==> config.mk <==
export PLATFORM = sky130hd
export DESIGN_NAME = add_32
export DESIGN_NICKNAME = d
export VERILOG_FILES = /design/src/rtl/add_32.sv
export SDC_FILE = /design/constraint.sdc
export NUM_CORES = 1
export LEC_CHECK = 0
export ABC_AREA = 1
export CAP_MARGIN = 5
export CORE_ASPECT_RATIO = 1.75
export CORE_MARGIN = 2
export CORE_UTILIZATION = 44
export CTS_CLUSTER_SIZE = 20
export DETAILED_ROUTE_END_ITERATION = 10
export PLACE_DENSITY = 0.89
export SYNTH_ARGS = -nofsm -noshare
export SYNTH_HDL_FRONTEND = slang
export SYNTH_SLANG_ARGS = --single-unit
==> constraint.sdc <==
create_clock -name clk -period 4.1 [get_ports clk]
set_clock_uncertainty 0.05 [all_clocks]
set_input_delay 0.82 -clock clk [delete_from_list [all_inputs] [get_ports clk]]
set_output_delay 0.82 -clock clk [all_outputs]
set_load 0.01 [all_outputs]
==> src/rtl/add_32.sv <==
// rtl/add_32.sv - 32-bit two-level carry-lookahead adder with one registered output stage
//
// Ports:
//   clk   rising-edge clock
//   rst   synchronous active-high reset; clears c/co/ovf/zero
//   a, b  32-bit operands, sampled every rising edge
//   c     registered sum, (a+b) mod 2^32
//   co    registered carry-out of bit 31
//   ovf   registered two's-complement overflow
//   zero  registered flag, 1 when the sum is zero (held 0 while in reset)

// 4-bit lookahead group: internal carries plus group generate/propagate.
// Every carry is a flat sum of products, so nothing ripples inside the group.
module cla_group_4 (
    input  logic [3:0] g,
    input  logic [3:0] p,
    input  logic       cin,
    output logic [3:0] carry,
    output logic       grp_g,
    output logic       grp_p
);
    always_comb begin
        carry[0] = cin;
        carry[1] = g[0] | (p[0] & cin);
        carry[2] = g[1] | (p[1] & g[0]) | (p[1] & p[0] & cin);
        carry[3] = g[2] | (p[2] & g[1]) | (p[2] & p[1] & g[0])
                 | (p[2] & p[1] & p[0] & cin);
        grp_g    = g[3] | (p[3] & g[2]) | (p[3] & p[2] & g[1])
                 | (p[3] & p[2] & p[1] & g[0]);
        grp_p    = &p;
    end
endmodule

// Second-level lookahead across eight groups. grp_c[i] is the carry into
// group i; grp_c[8] is the carry out of the whole word. Each carry is built
// as an OR of AND terms (generate at group j, propagated through groups
// j+1..i-1), never as a chain through the previous carry.
module cla_lookahead_8 (
    input  logic [7:0] grp_g,
    input  logic [7:0] grp_p,
    input  logic       cin,
    output logic [8:0] grp_c
);
    logic term;

    always_comb begin
        grp_c = '0;
        term  = 1'b0;
        for (int i = 0; i <= 8; i++) begin
            // Carry-in term: propagates through all lower groups.
            term = cin;
            for (int k = 0; k < i; k++) begin
                term = term & grp_p[k];
            end
            grp_c[i] = term;
            // Generate terms from each lower group.
            for (int j = 0; j < i; j++) begin
                term = grp_g[j];
                for (int k = j + 1; k < i; k++) begin
                    term = term & grp_p[k];
                end
                grp_c[i] = grp_c[i] | term;
            end
        end
    end
endmodule

module add_32 (
    input  logic        clk,
    input  logic        rst,
    input  logic [31:0] a,
    input  logic [31:0] b,
    output logic [31:0] c,
    output logic        co,
    output logic        ovf,
    output logic        zero
);
    logic [31:0] bit_g;
    logic [31:0] bit_p;
    logic [31:0] carry;
    logic [7:0]  grp_g;
    logic [7:0]  grp_p;
    logic [8:0]  grp_c;
    logic [31:0] sum;
    logic        sum_co;
    logic        sum_ovf;

    assign bit_g = a & b;
    assign bit_p = a ^ b;

    for (genvar n = 0; n < 8; n++) begin : g_grp
        cla_group_4 u_grp (
            .g     (bit_g[4*n +: 4]),
            .p     (bit_p[4*n +: 4]),
            .cin   (grp_c[n]),
            .carry (carry[4*n +: 4]),
            .grp_g (grp_g[n]),
            .grp_p (grp_p[n])
        );
    end

    // The element adder has no carry-in; tie it off at the top level.
    cla_lookahead_8 u_look (
        .grp_g (grp_g),
        .grp_p (grp_p),
        .cin   (1'b0),
        .grp_c (grp_c)
    );

    assign sum     = bit_p ^ carry;
    assign sum_co  = grp_c[8];
    // Like-signed operands whose sum flips sign.
    assign sum_ovf = (a[31] ~^ b[31]) & (sum[31] ^ a[31]);

    always_ff @(posedge clk) begin
        if (rst) begin
            c    <= 32'h0;
            co   <= 1'b0;
            ovf  <= 1'b0;
            zero <= 1'b0;
        end else begin
            c    <= sum;
            co   <= sum_co;
            ovf  <= sum_ovf;
            zero <= ~|sum;
        end
    end
endmodule

* Word level (Yosys, flattened, before mapping)
Index checks and enable logic that the tools add are counted.
** Storage, ports and cells
- Flip-flop bits (word level) :: 35
- Input port bits :: 66
- Logic and storage cells :: 251
** Cells by class
- Bitwise operators :: 238
- Reductions and logical operators :: 9
** Operator list (count)
- $and A1 B1 Y1 :: 136
- $or A1 B1 Y1 :: 97
- $xor A32 B32 Y32 :: 2
- $and A32 B32 Y32 :: 1
- $reduce_or A32 Y1 :: 1
- $reduce_and A4 Y1 :: 7
- $logic_not A1 Y1 :: 1
- $xnor A1 B1 Y1 :: 1
- $xor A1 B1 Y1 :: 1

* Longest topological paths before layout
Gate-level depths: netlist (run 1).
- Depth in word-level cells :: 22
- Gate-level depth with buffers :: 27
- Depth with buffers taken out :: 27

* Modules after synthesis
From an unflattened synthesis (run 1), not the netlist that was laid out.
** Unflattened totals
- Cell total of the unflattened synthesis :: 446
- Area total of the unflattened synthesis :: 2775.2 sq um
** By module, submodules not included
- add_32 :: instances 1, cells an instance 248, area an instance 1879.3 sq um, seq. area each 700.7 sq um
- cla_group_4 :: instances 8, cells an instance 21, area an instance 92.6 sq um, seq. area each 0.0 sq um
- cla_lookahead_8 :: instances 1, cells an instance 30, area an instance 155.1 sq um, seq. area each 0.0 sq um

* Least setup slack after synthesis (run 1)
Ideal clock, no wire load.
- Path type :: input port to flip-flop
- Start :: input port a[5]
- End :: register zero
- Library setup time :: 64 ps
- Arrival :: 3376 ps
- Data required time :: 3986 ps
- Setup slack :: 610 ps
- Stages on the path :: 27
- Path buffers :: 0
- Cell sequence :: ha_1 -> nand2_1 -> nand2_2 -> nand2_2 -> nand2_2 -> nand3_2 -> nor2_2 -> nor2_2 -> nand2_4 -> nand2_4 -> nand2_4 -> nand2_4 -> nand2_4 -> fa_1 -> inv_1 -> nand4_1 -> nor2_1 -> nand2_1 -> nor2_1 -> nand3_1 -> nor2_1 -> nand3_1 -> nor2_1 -> nand2_1 -> nor2_1 -> nand4_1 -> nor2_1
** RTL lines
- start: declaration :: RTL line 71 : input logic [31:0] a,
- $and A32 B32 Y32 / $xor A32 B32 Y32 (equally long branches) :: RTL line 88, 89
- $and A1 B1 Y1 (on tied branches) :: RTL line 28, 29
- $or A1 B1 Y1 / $and A1 B1 Y1 (equally long branches) :: RTL line 28, 29
- $or A1 B1 Y1 :: RTL line 29 : | (p[3] & p[2] & p[1] & g[0]);
- $and A1 B1 Y1 (5 in series) :: RTL line 60 : term = term & grp_p[k];
- $or A1 B1 Y1 (*) (6 in series) :: RTL line 62 : grp_c[i] = grp_c[i] | term;
- $xor A32 B32 Y32 (*) :: RTL line 110 : assign sum = bit_p ^ carry;
- named net sum[28] :: RTL line 84 : logic [31:0] sum;
- $reduce_or A32 Y1 (*) :: RTL line 125 : zero <= ~|sum;
- $logic_not A1 Y1 (*) :: RTL line 125
- end signal: assignment :: RTL line 125
- end: declaration :: RTL line 76 : output logic zero
The timed path passes the listed nets; every way through them passes the cells marked *.
A chain may end at the register's enable or synchronous reset.

* Worst setup path in the final report (run 1)
- Start :: input port b[15]
- End :: register zero
** RTL lines
- start: declaration :: RTL line 72 : input logic [31:0] b,
- $xor A32 B32 Y32 :: RTL line 89 : assign bit_p = a ^ b;
- $reduce_and A4 Y1, or another cell as far along :: RTL line 30 : grp_p = &p;
- $and A1 B1 Y1, or another cell as far along (2 in series) :: RTL line 60
- $and A1 B1 Y1 / $or A1 B1 Y1 (equally long branches) :: RTL line 60, 29
- $and A1 B1 Y1 :: RTL line 60
- $or A1 B1 Y1 / $and A1 B1 Y1 (equally long branches) (2 in series) :: RTL line 62, 60
- $or A1 B1 Y1 (*) (4 in series) :: RTL line 62
- $xor A32 B32 Y32 (*) :: RTL line 110
- named net sum[28] :: RTL line 84
- $reduce_or A32 Y1 (*) :: RTL line 125
- $logic_not A1 Y1 (*) :: RTL line 125
Marked as above.

==> impl_results.md, run 1 <==
* Die height at 106 um
* Avg Inst Size Synth at 7.43 um2
* Cells after Synth at 350
* Synth top area share at 26.9%
* Site row count at 37
* GRT overflow at 0
* First-pass GRT wire length at 12.0 mm
* Drt pass-1 iters at 5
* CTS root buf: clkbuf_8
* Final worst path period share at 92.5%
* Share of layout cells above drive strength 1 at 19.1%
* Routability cong. at 0.941
* Crit. End Element: flop
* H-tree depth at 2
* Predominant post-synthesis flop cell: dfxtp_1
* Die area at 0.00657 mm2
* Tmin final at 3.79 ns
* Status: completed
* Initial antenna violation count at 0
* CTS tree: built
* HP Class: in2reg
* Max Clk Rate at 0.264 GHz
* Startpoint types: primary input
* FF+latch count, synth at 35
* Synthesized area at 0.00260 mm2
* CP delay by family, top: simple AND/OR/NAND/NOR gates
* CORE AREA at 0.00579 mm2
* Number of max-cap violations at 0
* Sum of routed wire length over all layers at 8.17 mm
* FFs w/ async S/R, synth at 0%
* Arr. time, crit path at 3.97 ns
* Setup slack after layout at 0.308 ns
* Hold_buf cts at 0
* Via total after detailed routing at 2794
* DRC at 0
* Area leader, netlist: dfxtp_1
* Area Overhead vs Synth at 64.5%
* Initial core utilization at 45.0%
* Worst-path clk slew at 0.07 ns
* Max Slew Vio Count at 0
* Post-Place Cell Area at 0.00378 mm2
* First-iteration detailed-routing DRC count at 145
* Final ANT Viol Nets at 0
* Largest cells by area after synthesis: dfxtp_1, ha_1, nand2_1, nor2_1, inv_1
* Crit-path max FO at 4
* Peak VDD IR at 0.134 mV
* Final hold slack at 0.971 ns
* Avg WL per Cell at 14.9 um
* Post-Place Cells at 537
* Pin count of the biggest net entering global routing at 34
* Number of input and output port buffers inserted at 100
* Synth cell types at 30
* HPWL Detailed at 6.08 mm
* Number of synthesized flops with an enable pin at 0
* Num CTS Buffers at 5
* Top cells by count, synth: nand2_1, nor2_1, inv_1
* Non-Filler Instances at 548
* Leak at 2.21 nW
* Max Root-Sink Buffers at 2
* Critical path's slowest cell: clkdlybuf4s50_1
* Seq/Total Area, Yosys at 26.9%
* Post-Route Setup TNS at 0 ns
* Hold Violations, Final at 0
* Fill cells at 408
* Vias in the first global route at 2776
* Final nets at 575
* Via density at 5.10
* Cell mode on critical path: nor2_1
* Crit-path max cell delay at 0.50 ns
* Clk sinks at 35
* DP Worst Slack at -0.0319 ns
* Worst rel slew slack at 75.4%
* # IOs at 101
* Die Width at 62.1 um
* Slew @ Worst Pin at 0.366 ns
* Worst EP required at 4.28 ns
* Mapped Nets at 456
* Diode count at 0
* Final setup vio count at 0
* Top-count cell post-synth: nand2_1
* GRT Util Overall at 23.0%
* Power per Cell Area at 287 mW/mm2
* Synth Warn # at 0
* Fin area at 0.00428 mm2
* CP Class: in2reg
* Critical path buffer and inverter count at 2
==> power by group <==
group          switching (W)  total (W)  internal [W]
registers          0.0000143   0.000396      0.000382
logic               0.000281   0.000556      0.000275
clock network       0.000123   0.000276      0.000153
total               0.000418    0.00123      0.000811
==> layout make-up <==
| type | count | area (um2) | area share (%) |
|---|---|---|---|
| timing repair buffer | 116 | 1200 | 28.0 |
| inverter | 48 | 180 | 4.21 |
| multi-input combinational | 263 | 2000 | 46.8 |
| tap | 78 | 97.6 | 2.28 |
| clock buffer | 8 | 100 | 2.34 |
| sequential | 35 | 701 | 16.4 |
==> timing repair <==
item,CTS,global route
buffers inserted,0,3
gates resized for setup,0,72
endpoints found under the setup margin,0,1
==> metal layers <==
metal | GRT usage (%) | vias up | routed length (um)
li1 | - | 1358 | -
met1 | 21.1 | 1288 | 2670
met2 | 45.6 | 114 | 4770
met3 | 4.16 | 34 | 368
met4 | 14.1 | 0 | 356
met5 | 0 | - | 0
==> state kept, by name, summed over array words and instances, names as in the netlist <==
register and cells:
c 32, co 1, ovf 1, zero 1
==> final timing paths <==
kind              start  endpoint  slack (ns)  depth (start not counted)
hold / removal    a[16]     c[16]        0.97                          4
setup / recovery  b[15]      zero        0.31                         26
==> kinds of logic (layout without fill, tap and decap cells) <==
family / Yosys count / count (layout) / share of synthesized area [%]
compound gates: 27 / 27 / 5.82
xor+xnor: 10 / 10 / 3.37
fa+ha+maj: 40 / 40 / 21.5
buf+inv: 52 / 172 / 7.50
flops: 35 / 35 / 26.9
simple gates: 186 / 186 / 34.8
==> cell usage in the layout (no fill, tap or decap), types with 2 or more instances in the layout <==
cell	netlist	layout
clkdlybuf4s50_1	0	70
nand2_1	69	63
nor2_1	53	50
inv_1	44	43
dfxtp_1	35	35
dlymetal6s2s_1	0	30
nand3_1	22	21
ha_1	32	17
buf_4	0	16
ha_4	0	15
nand2_2	12	13
a21oi_1	18	13
nand2_4	6	11
xnor2_1	9	9
fa_1	8	8
nand4_1	7	7
clkbuf_8	0	7
nor2_4	4	6
inv_2	4	5
a21oi_2	1	5
nand3_2	4	4
nor2_2	2	3
nand3b_1	3	3
o21ai_1	2	2
a31oi_1	2	2
==> metrics by stage <==
stage	utilization, %	total power [W]
final	73.9	0.00123
after global routing	73.9	0.00129
after CTS	67.1	0.00117
after detailed placement	65.4	0.000901
after global placement	65.4	0.000881
after floorplan	-	0.000661
Note: power is estimated with default switching activity, not from simulation.
==> inputs of run 2 (changes only) <==
- CORE_UTILIZATION: 44 -> 48
- PLACE_DENSITY: 0.89 -> 0.95
- SETUP_SLACK_MARGIN: default -> 0.5
- clock period: 4.1 -> 4.7 ns (I/O delays scaled with it)
==> run 2 against run 1 <==
  * Die area fell by 7.9%
  * Routed wire length rose by 2.8%
  * Combinational power fell by 14%
  * Largest power group unchanged
  * Via count rose by 1.1%
  * Total power fell by 11%
==> impl_results.md, run 2 (synthesis results as in run 1) <==
* Vias in the first global route at 2720
* Slew @ Worst Pin at 0.355 ns
* Leak at 2.22 nW
* Area Overhead vs Synth at 61.2%
* Avg WL per Cell at 16.3 um
* Max Clk Rate at 0.248 GHz
* Worst rel slew slack at 76.3%
* Num CTS Buffers at 5
* CTS root buf: clkbuf_8
* GRT overflow at 0
* Critical path buffer and inverter count at 3
* Max Root-Sink Buffers at 2
* Crit-path max FO at 3
* Pin count of the biggest net entering global routing at 34
* Tmin final at 4.04 ns
* Routability cong. at 0.851
* Number of max-cap violations at 0
* Initial antenna violation count at 0
* Status: completed
* Die Width at 59.7 um
* Initial core utilization at 49.5%
* DRC at 0
* Crit. End Element: flop
* Via density at 5.49
* Drt pass-1 iters at 4
* Area occupied by multi-input gates at 0.00198 mm2
* Max FFs per register at 32
* Worst EP required at 4.89 ns
* # IOs at 101
* Post-Place Cells at 502
* Final nets at 565
* First-iteration detailed-routing DRC count at 97
* Worst-path clk slew at 0.07 ns
* CP delay by family, top: simple AND/OR/NAND/NOR gates
* Final hold slack at 1.08 ns
* RSZ-0062 raised after global routing: false
* Max Slew Vio Count at 0
* H-tree depth at 2
* Commonest non-fill, non-tap cell in the layout: nand2_1
* Non-Filler Instances at 515
* Peak VDD IR at 0.154 mV
* Largest Register: c
* Post-route core utilization at 79.8%
* Die height at 101 um
* Diode count at 0
* Share of layout cells above drive strength 1 at 16.5%
* Power per Cell Area at 262 mW/mm2
* CORE AREA at 0.00526 mm2
* Number of input and output port buffers inserted at 100
* Hold Violations, Final at 0
* Fill cells at 291
* Post-Route Setup TNS at 0 ns
* CTS tree: built
* Most frequent cells in the layout: nand2_1, clkdlybuf4s50_1, nor2_1
* Clk sinks at 35
* Sum of routed wire length over all layers at 8.40 mm
* Final ANT Viol Nets at 0
* CP Class: in2reg
* Critical path's slowest cell: fa_1
* Site row count at 35
* Cells along the critical path: clkdlybuf4s50_1 > ha_1 > a21oi_2 > o21ai_0 > a21oi_2 > nand2_4 > buf_12 > fa_1 > inv_1 > nand4_1 > nor2_1 > nand2_1 > nor2_1 > nand3_1 > nor2_1 > nand3_1 > nor2_1 > nand2_1 > nor2_2 > nand4_1 > nor2_1
* Via total after detailed routing at 2826
* Cell mode on critical path: nor2_1
* Final worst path period share at 85.9%
* GRT Util Overall at 24.7%
* HP Class: in2reg
* Arr. time, crit path at 4.23 ns
* Die area at 0.00605 mm2
* HPWL Detailed at 6.02 mm
* Crit-path max cell delay at 0.46 ns
* Startpoint types: primary input
* Seq. cell area at 701 um2
* First-pass GRT wire length at 11.2 mm
* Final setup vio count at 0
## run 2: cell types whose count changed in the layout (fill, tap and decap cells not counted), moves of 2 or more
| cell | before | now |
|---|---|---|
| clkbuf_8 | 7 | 5 |
| nor2_4 | 6 | 4 |
| a21oi_1 | 13 | 15 |
| ha_4 | 15 | 17 |
| nand2_2 | 13 | 11 |
| clkdlybuf4s50_1 | 70 | 62 |
| ha_1 | 17 | 14 |
| buf_4 | 16 | 5 |
| nand2_1 | 63 | 66 |
| dlymetal6s2s_1 | 30 | 38 |
## run 2: cell type report
cell class                 count  share of cell area [%]
tap                           55                    1.64
timing repair buffer         106                    27.5
sequential                    35                    16.7
clock inverter                 3                    1.04
inverter                      48                    4.30
multi-input combinational    263                    47.2
clock buffer                   5                    1.64
## run 2: final timing paths
check	startpoint	endpoint	slack (ns)	cells past startpoint
worst max-delay path	a[21]	zero	0.66	21
worst min-delay path	b[16]	c[16]	1.08	4
## run 2: stage by stage
step	instance area (um2)	total power [W]	worst slack, ns
CTS	3780	0.00104	0.563
global route	4190	0.00115	0.462
detailed placement	3660	0.000769	0.341
finish	4190	0.00110	0.661
global placement	3660	0.000752	0.501
floorplan	2600	0.000577	1.09
## run 2: per-layer routing
metal  up-vias  GRT usage (%)  part of all wire, %
met2       126           48.4                   57
met3        47           3.45                  4.2
met4         0           16.9                  6.6
li1       1341              -                    -
met5         -              0                    0
met1      1312           21.3                   32
## run 2: what timing repair did
action / CTS / global route
gates resized for setup: 0 / 75
hold buffers: 0 / 0
endpoints found under the setup margin: 0 / 1
buffers inserted: 0 / 5
## run 2: power by group
group / switching (W) / leakage, nW / internal [W]
logic: 0.000246 / 1.87 / 0.000231
clock network: 0.000119 / 0.0581 / 0.000158
registers: 0.0000104 / 0.291 / 0.000333
total: 0.000375 / 2.22 / 0.000722
==> inputs of run 3 (changes only) <==
- clock period: 4.7 -> 4.9 ns (I/O delays scaled with it)
==> run 3 against run 2 <==
  * Final area down 9.7%
  * Hold slack better by 0.21 ns
  * Sequential share of layout area up 1.8 points
  * Die area unchanged
  * First-iteration DRC count up 9.3%
  * Sequential cell count unchanged
  * Non-clock buffer count down 5
  * Routed wire length down 11%
  * Clock power down 23%
==> impl_results.md, run 3 (synthesis results as in run 1) <==
* Status: completed
* # IOs at 101
* First-iteration detailed-routing DRC count at 106
* Die height at 101 um
* First-pass GRT wire length at 11.6 mm
* Final nets at 560
* Die Width at 59.7 um
* H-tree depth at 2
* Via density at 5.34
* Max Clk Rate at 0.241 GHz
* Min-Delay Startpoint: a[31]
* Diode count at 0
* Largest Register: c
* Post-Place Cells at 502
* Routability cong. at 0.852
* Commonest non-fill, non-tap cell in the layout: clkdlybuf4s50_1
* Crit. End Element: flop
* Crit-path max FO at 5
* Max FFs per register at 32
* Final worst path period share at 84.6%
* Hold Violations, Final at 0
* HP Class: in2reg
* Hold Path Sink: ovf
* Final ANT Viol Nets at 0
* Share of layout cells above drive strength 1 at 10.6%
* CP Class: in2reg
* Tmin final at 4.14 ns
* Seq. cell area at 701 um2
* Site row count at 35
* Arr. time, crit path at 4.32 ns
* CORE AREA at 0.00526 mm2
* Slew @ Worst Pin at 0.359 ns
* Most frequent cells in the layout: clkdlybuf4s50_1, nand2_1, nor2_1
* Drt pass-1 iters at 4
* Post-Route Setup TNS at 0 ns
* Final Total Pwr at 0.000956 W
* Number of max-cap violations at 0
* Max Root-Sink Buffers at 2
* HPWL Detailed at 6.13 mm
* GRT Util Overall at 25.0%
* Fill cells at 392
* Non-Filler Instances at 509
* Die area at 0.00605 mm2
* Area Overhead vs Synth at 45.6%
* CTS tree: built
* Peak VDD IR at 0.136 mV
* Number of cells on the worst hold path at 3
* Startpoint types: primary input
* Area occupied by multi-input gates at 0.00174 mm2
* Num CTS Buffers at 5
* DRC at 0
* Initial core utilization at 49.5%
* Power per Cell Area at 252 mW/mm2
* Vias in the first global route at 2805
* GRT overflow at 0
* Sum of routed wire length over all layers at 7.48 mm
* Worst-path clk slew at 0.07 ns
* Leak at 1.82 nW
* Initial antenna violation count at 0
* Clk sinks at 35
* Number of input and output port buffers inserted at 100
* RSZ-0062 raised after global routing: false
* Avg WL per Cell at 14.7 um
* Max Slew Vio Count at 0
* Pin count of the biggest net entering global routing at 34
* Post-CTS Setup Repair Bufs at 0
* Worst rel slew slack at 75.9%
* Worst EP required at 5.08 ns
* Final setup vio count at 0
* Via total after detailed routing at 2716
* CTS root buf: clkbuf_8
[run 3: critical path: stages]
cell	delay [ns]
clkdlybuf4s50_1	0.48
ha_4	0.32
nand2_1	0.08
nand2_1	0.07
nand2_1	0.06
nand2_2	0.12
nand4_2	0.13
inv_2	0.08
nand2_2	0.06
nand2_4	0.09
nand2_4	0.05
nand2_4	0.10
nand2_4	0.05
nand2_4	0.09
fa_1	0.41
inv_1	0.08
nand4_1	0.08
nor2_1	0.09
nand2_1	0.06
nor2_1	0.09
nand3_1	0.07
nor2_1	0.13
nand3_1	0.10
nor2_1	0.11
nand2_1	0.05
nor2_1	0.11
nand4_1	0.10
nor2_1	0.08
[run 3: worst max-delay path by stage]
stage | startpoint | to | slack, ns | cells past startpoint
after floorplan | a[5] | zero | 1.25 | 27
after global placement | a[5] | zero | 0.66 | 28
after detailed placement | a[10] | zero | 0.57 | 28
after CTS | a[10] | zero | 0.75 | 26
after global routing | a[2] | zero | 0.46 | 28
final | a[2] | zero | 0.76 | 28
[run 3: layout make-up]
cell class | instances | area share, %
Multi-Input combinational cell | 263 | 46.0
Timing Repair Buffer | 101 | 26.6
Sequential cell | 35 | 18.5
Inverter | 48 | 4.76
Clock buffer | 6 | 2.18
Tap cell | 55 | 1.82
Clock inverter | 1 | 0.132
[run 3: metrics by stage]
step / hold WS [ns] / area [um2] / setup slack, ns / utilization [%]
after floorplan: 1.06 / 2600 / 1.25 / -
after detailed placement: 1.60 / 3660 / 0.567 / 69.7
after CTS: 1.31 / 3750 / 0.747 / 71.4
final: 1.30 / 3790 / 0.756 / 72.1
after global routing: 1.37 / 3790 / 0.463 / 72.1
after global placement: 1.59 / 3660 / 0.664 / 69.7
[run 3: routing by layer]
layer  share of wire (%)  GRT usage, %
met5                   0             0
met4                 4.9          13.0
met3                 5.1          3.32
met2                  58          51.6
met1                  32          20.9
[run 3: what timing repair did]
item,in CTS,in global routing
setup endpoints to repair,0,1
resized for setup,0,5
hold buffers,0,0
[run 3: where the power goes]
part | internal, W | switching [W] | leakage [nW]
registers | 0.000320 | 0.00000937 | 0.291
clock network | 0.000110 | 0.000102 | 0.0470
logic | 0.000199 | 0.000216 | 1.49
